`config.mk`:
```
export PLATFORM = sky130hd
export DESIGN_NAME = enemy_bullet_ctrl
export DESIGN_NICKNAME = d
export VERILOG_FILES = /design/src/rtl/enemy_bullet_ctrl.sv
export SDC_FILE = /design/constraint.sdc
export NUM_CORES = 1
export LEC_CHECK = 0
export CAP_MARGIN = 10
export CORE_MARGIN = 8
export CORE_UTILIZATION = 49
export DETAILED_ROUTE_END_ITERATION = 16
export PLACE_DENSITY_LB_ADDON = 0.25
export REMOVE_ABC_BUFFERS = 1
export SLEW_MARGIN = 10
export SYNTH_ARGS = -nofsm -noshare
export SYNTH_HDL_FRONTEND = slang
export SYNTH_SLANG_ARGS = --single-unit
export TNS_END_PERCENT = 50
```
`constraint.sdc`:
```
create_clock -name clk -period 2.1 [get_ports clk]
set_input_delay 0.42 -clock clk [delete_from_list [all_inputs] [get_ports clk]]
set_output_delay 0.42 -clock clk [all_outputs]
set_load 0.005 [all_outputs]
```
`src/rtl/enemy_bullet_ctrl.sv`:
```
// Enemy bullet controller: spawns, moves and retires
// the single enemy bullet fed to the collision judge.
module enemy_bullet_ctrl #(
  parameter int SCREEN_H      = 480,
  parameter int STEP          = 4,
  parameter int FIRE_INTERVAL = 60,
  parameter int X_OFF         = 20,
  parameter int Y_OFF         = 40
) (
  input  logic       clk,
  input  logic       rst,
  input  logic       frame_tick,
  input  logic       enemy_en,
  input  logic [9:0] e_x,
  input  logic [9:0] e_y,
  input  logic       hit,
  output logic [9:0] eb_x,
  output logic [9:0] eb_y,
  output logic       enemy_bullet_en,
  output logic [7:0] shot_count
);

  localparam int CW =
    (FIRE_INTERVAL > 1) ? $clog2(FIRE_INTERVAL) : 1;
  localparam logic [CW-1:0] LAST =
    CW'(FIRE_INTERVAL - 1);

  typedef enum logic [1:0] {
    WAIT = 2'd0,
    FLY  = 2'd1
  } state_e;

  state_e        state_q, state_d;
  logic [CW-1:0] cnt_q, cnt_d;
  logic [9:0]    x_q, x_d;
  logic [9:0]    y_q, y_d;
  logic          en_q, en_d;
  logic [7:0]    shots_q, shots_d;
  logic [10:0]   ny;

  // State and output registers, async active-low reset.
  always_ff @(posedge clk or negedge rst) begin
    if (!rst) begin
      state_q <= WAIT;
      cnt_q   <= '0;
      x_q     <= '0;
      y_q     <= '0;
      en_q    <= 1'b0;
      shots_q <= '0;
    end else begin
      state_q <= state_d;
      cnt_q   <= cnt_d;
      x_q     <= x_d;
      y_q     <= y_d;
      en_q    <= en_d;
      shots_q <= shots_d;
    end
  end

  // Next-state: interval count, spawn, move, retire.
  always_comb begin
    state_d = state_q;
    cnt_d   = cnt_q;
    x_d     = x_q;
    y_d     = y_q;
    en_d    = en_q;
    shots_d = shots_q;
    ny      = {1'b0, y_q} + 11'(STEP);
    case (state_q)
      WAIT: begin
        en_d = 1'b0;
        if (!enemy_en) begin
          cnt_d = '0;
        end else if (frame_tick) begin
          if (cnt_q >= LAST) begin
            x_d     = e_x + 10'(X_OFF);
            y_d     = e_y + 10'(Y_OFF);
            en_d    = 1'b1;
            shots_d = shots_q + 8'd1;
            cnt_d   = '0;
            state_d = FLY;
          end else begin
            cnt_d = cnt_q + 1'b1;
          end
        end
      end
      FLY: begin
        en_d = 1'b1;
        if (hit) begin
          en_d    = 1'b0;
          cnt_d   = '0;
          state_d = WAIT;
        end else if (frame_tick) begin
          if (ny >= 11'(SCREEN_H)) begin
            en_d    = 1'b0;
            cnt_d   = '0;
            state_d = WAIT;
          end else begin
            y_d = ny[9:0];
          end
        end
      end
      default: begin
        en_d    = 1'b0;
        cnt_d   = '0;
        state_d = WAIT;
      end
    endcase
  end

  assign eb_x            = x_q;
  assign eb_y            = y_q;
  assign enemy_bullet_en = en_q;
  assign shot_count      = shots_q;

endmodule

```
==> impl_results.md <==
- Post-synthesis cell count: 238
- PostCTS Resize Cnt: 0
- GR Overflow Total: 0
- Hold-fix buffers, CTS: 0
- Worst VDD drop: 352 uV
- Clock transition at the register clock pins on the worst setup and hold paths after CTS: 0.08 ns
- CTS tree: yes
- Crit-path cells: ha_1 -> a21o_1 -> a21oi_1 -> a311oi_2 -> buf_4 -> a311o_1 -> o211a_1
- Fraction of layout cells with a size suffix above 1: 0.113
- Mapped Area: 2140 um2
- Highest routing layer actually used: met4
- Sw Pwr: 0.403 mW
- Die Wd: 82.1 um
- Crit end category: register
- Max-Cap Viols: 0
- Slowest stage cell, crit path: dfrtp_1
- Drc violations: 0
- Area growth syn-to-layout: 38.7%
- Dominant synthesized flop cell: dfrtp_1
- Worst hold start: shot_count[7]
- CORE AREA: 4290 um2
- Root buffer cell: clkbuf_8
- Setup slack at placement: 0.0380 ns
- Rows: 24
- Max Slew Vio Count: 0
- H-tree depth: 2
- Fmax: 500 MHz
- Met1 WL: 2.45 mm
- Register area share after synthesis: 0.421
- Synth warn: 0
- Async SR Flop Fraction: 1.00
- RSZ-0062 raised after global routing: no
- Worst Hold Depth: 1
- Syn_area_per_cell: 8.99 um2
- Worst setup margin: 0.0997 ns
- Pre-Repair DR Iteration Count: 4
- Postcts setup bufs: 0
- Seq pwr share: 0.441
- Design Area, Final: 2970 um2
- Crit-path leading delay family: compound AO/OA/AOI/OAI gates
- Power Density: 568 nW/um2
- Critical path arrival: 2.18 ns
- Most frequent cells in the layout: clkdlybuf4s50_1, nand2_1, dfrtp_1, buf_4, o21ai_0
- Largest net degree at the start of global routing: 37
- RePlAce Congestion: 0.921
- Crit Path Max Fanout: 12
- Num CTS Buffers: 5
- Starting Density: 0.499
- Antenna viol nets, final: 0
- Post-synth EDFFs: 0
- Routed len/inst: 15.9 um
- Multi-input gate area: 1150 um2
- R2R setup slack: 0.1 ns
- Worst setup SP type: register
- Max transition margin: 0.695
- IO Pins: 54
- Vias: 2065
- FF-to-FF path depth: 7
- Net Sw Frac: 0.239
- Total chip power: 1.69 mW
- WL final: 5.73 mm
- Period utilization: 0.953
- Met2 WL: 2.78 mm
- Netlist cell types: 50
- WP data required: 2.28 ns
- Number of port buffers: 53
- Slowest stage delay, CP: 0.44 ns
- Crit path kind: register to register
- Power Internal: 1.28 mW
- # fillers: 357
- Sequential cell area: 901 um2
- CTS sink count: 36
- Commonest non-fill, non-tap cell in the layout: clkdlybuf4s50_1
- CTS Buffer Depth: 2
- DP Area: 2840 um2
- Nets: 338
- Die area: 6740 um2
- DRT iter0 DRCs: 158
- Worst-Margin Slew: 0.457 ns
- Tmin final: 2.00 ns
- Initial antenna violation count: 0
- Flops & latches, synth: 36
- Post-detail-place hpwl: 4.34 mm
- # setup viols final: 0
- Comb power frac: 0.159
- Fin Clk Skew: 0.00616 ns
- Final Hold Viols: 0
- Worst hold endpoint: shot_count[7]
- Clock Latency Late Sink: 0.29 ns
- First-pass GRT wire length: 9.59 mm
- Min-delay worst type: register to register
- Inserted Diodes: 0
- Leak: 1.27 nW
- Met3 wire len: 372 um
- Number of global-route vias before repair: 2005
- Status: completed
- R2R Path End: eb_y[4]
- Launching point of the worst reg2reg path: eb_y[2]
- Clock share of power: 0.400
- Die Y: 82.1 um
- GRT Overall Usage: 0.181
- WP buf/inv: 1
- Avg Vias per Cell: 5.72
[sequential cells by signal (all words and copies together), names as in the netlist]
register	count
shot_count	8
eb_x	10
enemy_bullet_en	1
eb_y	10
cnt_q	6
state_q	1
[area by class of cell]
type	count	area share
Sequential cell	36	0.303
Timing Repair Buffer	74	0.236
Inverter	7	0.00885
Multi-Input combinational cell	184	0.387
Tap cell	52	0.0219
Clock buffer	7	0.0324
Clock inverter	1	0.0101
[cells in the mapped netlist (2+ instances only)]
cell type,number,area (um2)
ha_1,5,62.6
nor3_1,7,35.0
dfrtp_1,36,901
nand2_1,40,150
a21oi_1,10,50.1
buf_6,2,22.5
nand3_1,14,70.1
clkbuf_1,5,18.8
o21ai_0,15,75.1
o211ai_1,2,15.0
nor3b_1,2,15.0
a21o_1,2,15.0
o2111ai_1,3,26.3
xnor2_1,12,105
o22ai_1,3,18.8
nand4_1,5,31.3
a31oi_1,7,43.8
and3_1,4,25.0
nand3b_1,3,22.5
a311o_1,2,20.0
buf_2,3,15.0
and2_1,3,18.8
xor2_1,7,61.3
nand2b_1,5,31.3
nor2_1,10,37.5
inv_1,7,26.3
[worst register-to-register path, stage by stage (launching register included)]
cell,delay (ns)
dfrtp_1,0.44
ha_1,0.32
a21o_1,0.18
a21oi_1,0.19
a311oi_2,0.07
buf_4,0.19
a311o_1,0.38
o211a_1,0.12
[power groups by stage]
| stage | Sequential, mW | Clock, mW | Combinational [mW] |
|---|---|---|---|
| after floorplan | 0.761 | 0 | 0.0949 |
| after global placement | 0.755 | 0 | 0.266 |
| after detailed placement | 0.755 | 0 | 0.268 |
| after CTS | 0.742 | 0.693 | 0.269 |
| after global routing | 0.746 | 0.725 | 0.294 |
| final | 0.742 | 0.674 | 0.268 |
[how the worst max path moves through the flow]
| stage | startpoint | endpoint | slack, ns | cells after the start |
|---|---|---|---|---|
| after global placement | enemy_en | eb_y[7] | 0.10 | 6 |
| after global routing | eb_y[2] | eb_y[5] | 0.008 | 7 |
| after detailed placement | frame_tick | shot_count[5] | 0.04 | 6 |
| final | eb_y[2] | eb_y[4] | 0.1 | 7 |
| after CTS | eb_y[2] | eb_y[4] | 0.12 | 7 |
| after floorplan | cnt_q[0] | shot_count[5] | -0.14 | 6 |
[logic make-up (layout without fill, tap and decap cells)]
family | Yosys count | count (layout) | share of synthesized area
simple gates | 100 | 100 | 0.233
fa+ha+maj | 5 | 5 | 0.0292
flops | 36 | 36 | 0.421
mux | 1 | 1 | 0.00468
compound gates | 59 | 59 | 0.192
xor+xnor | 19 | 19 | 0.0777
buf+inv | 18 | 89 | 0.0421
[per-layer routing]
metal  track usage  vias up
met3        0.0433       13
met5             0        -
met4        0.0807        0
li1              -     1000
met1         0.225      975
met2         0.294       77
[per-stage QoR]
step	std cells	setup TNS (ns)	utilization	hold WS, ns
floorplan	227	-0.324	-	0.124
global placement	353	0	0.662	0.459
detailed placement	353	0	0.662	0.471
CTS	361	0	0.691	0.483
global route	361	0	0.691	0.514
finish	361	0	0.691	0.480
Note: power is estimated with default switching activity, not from simulation.
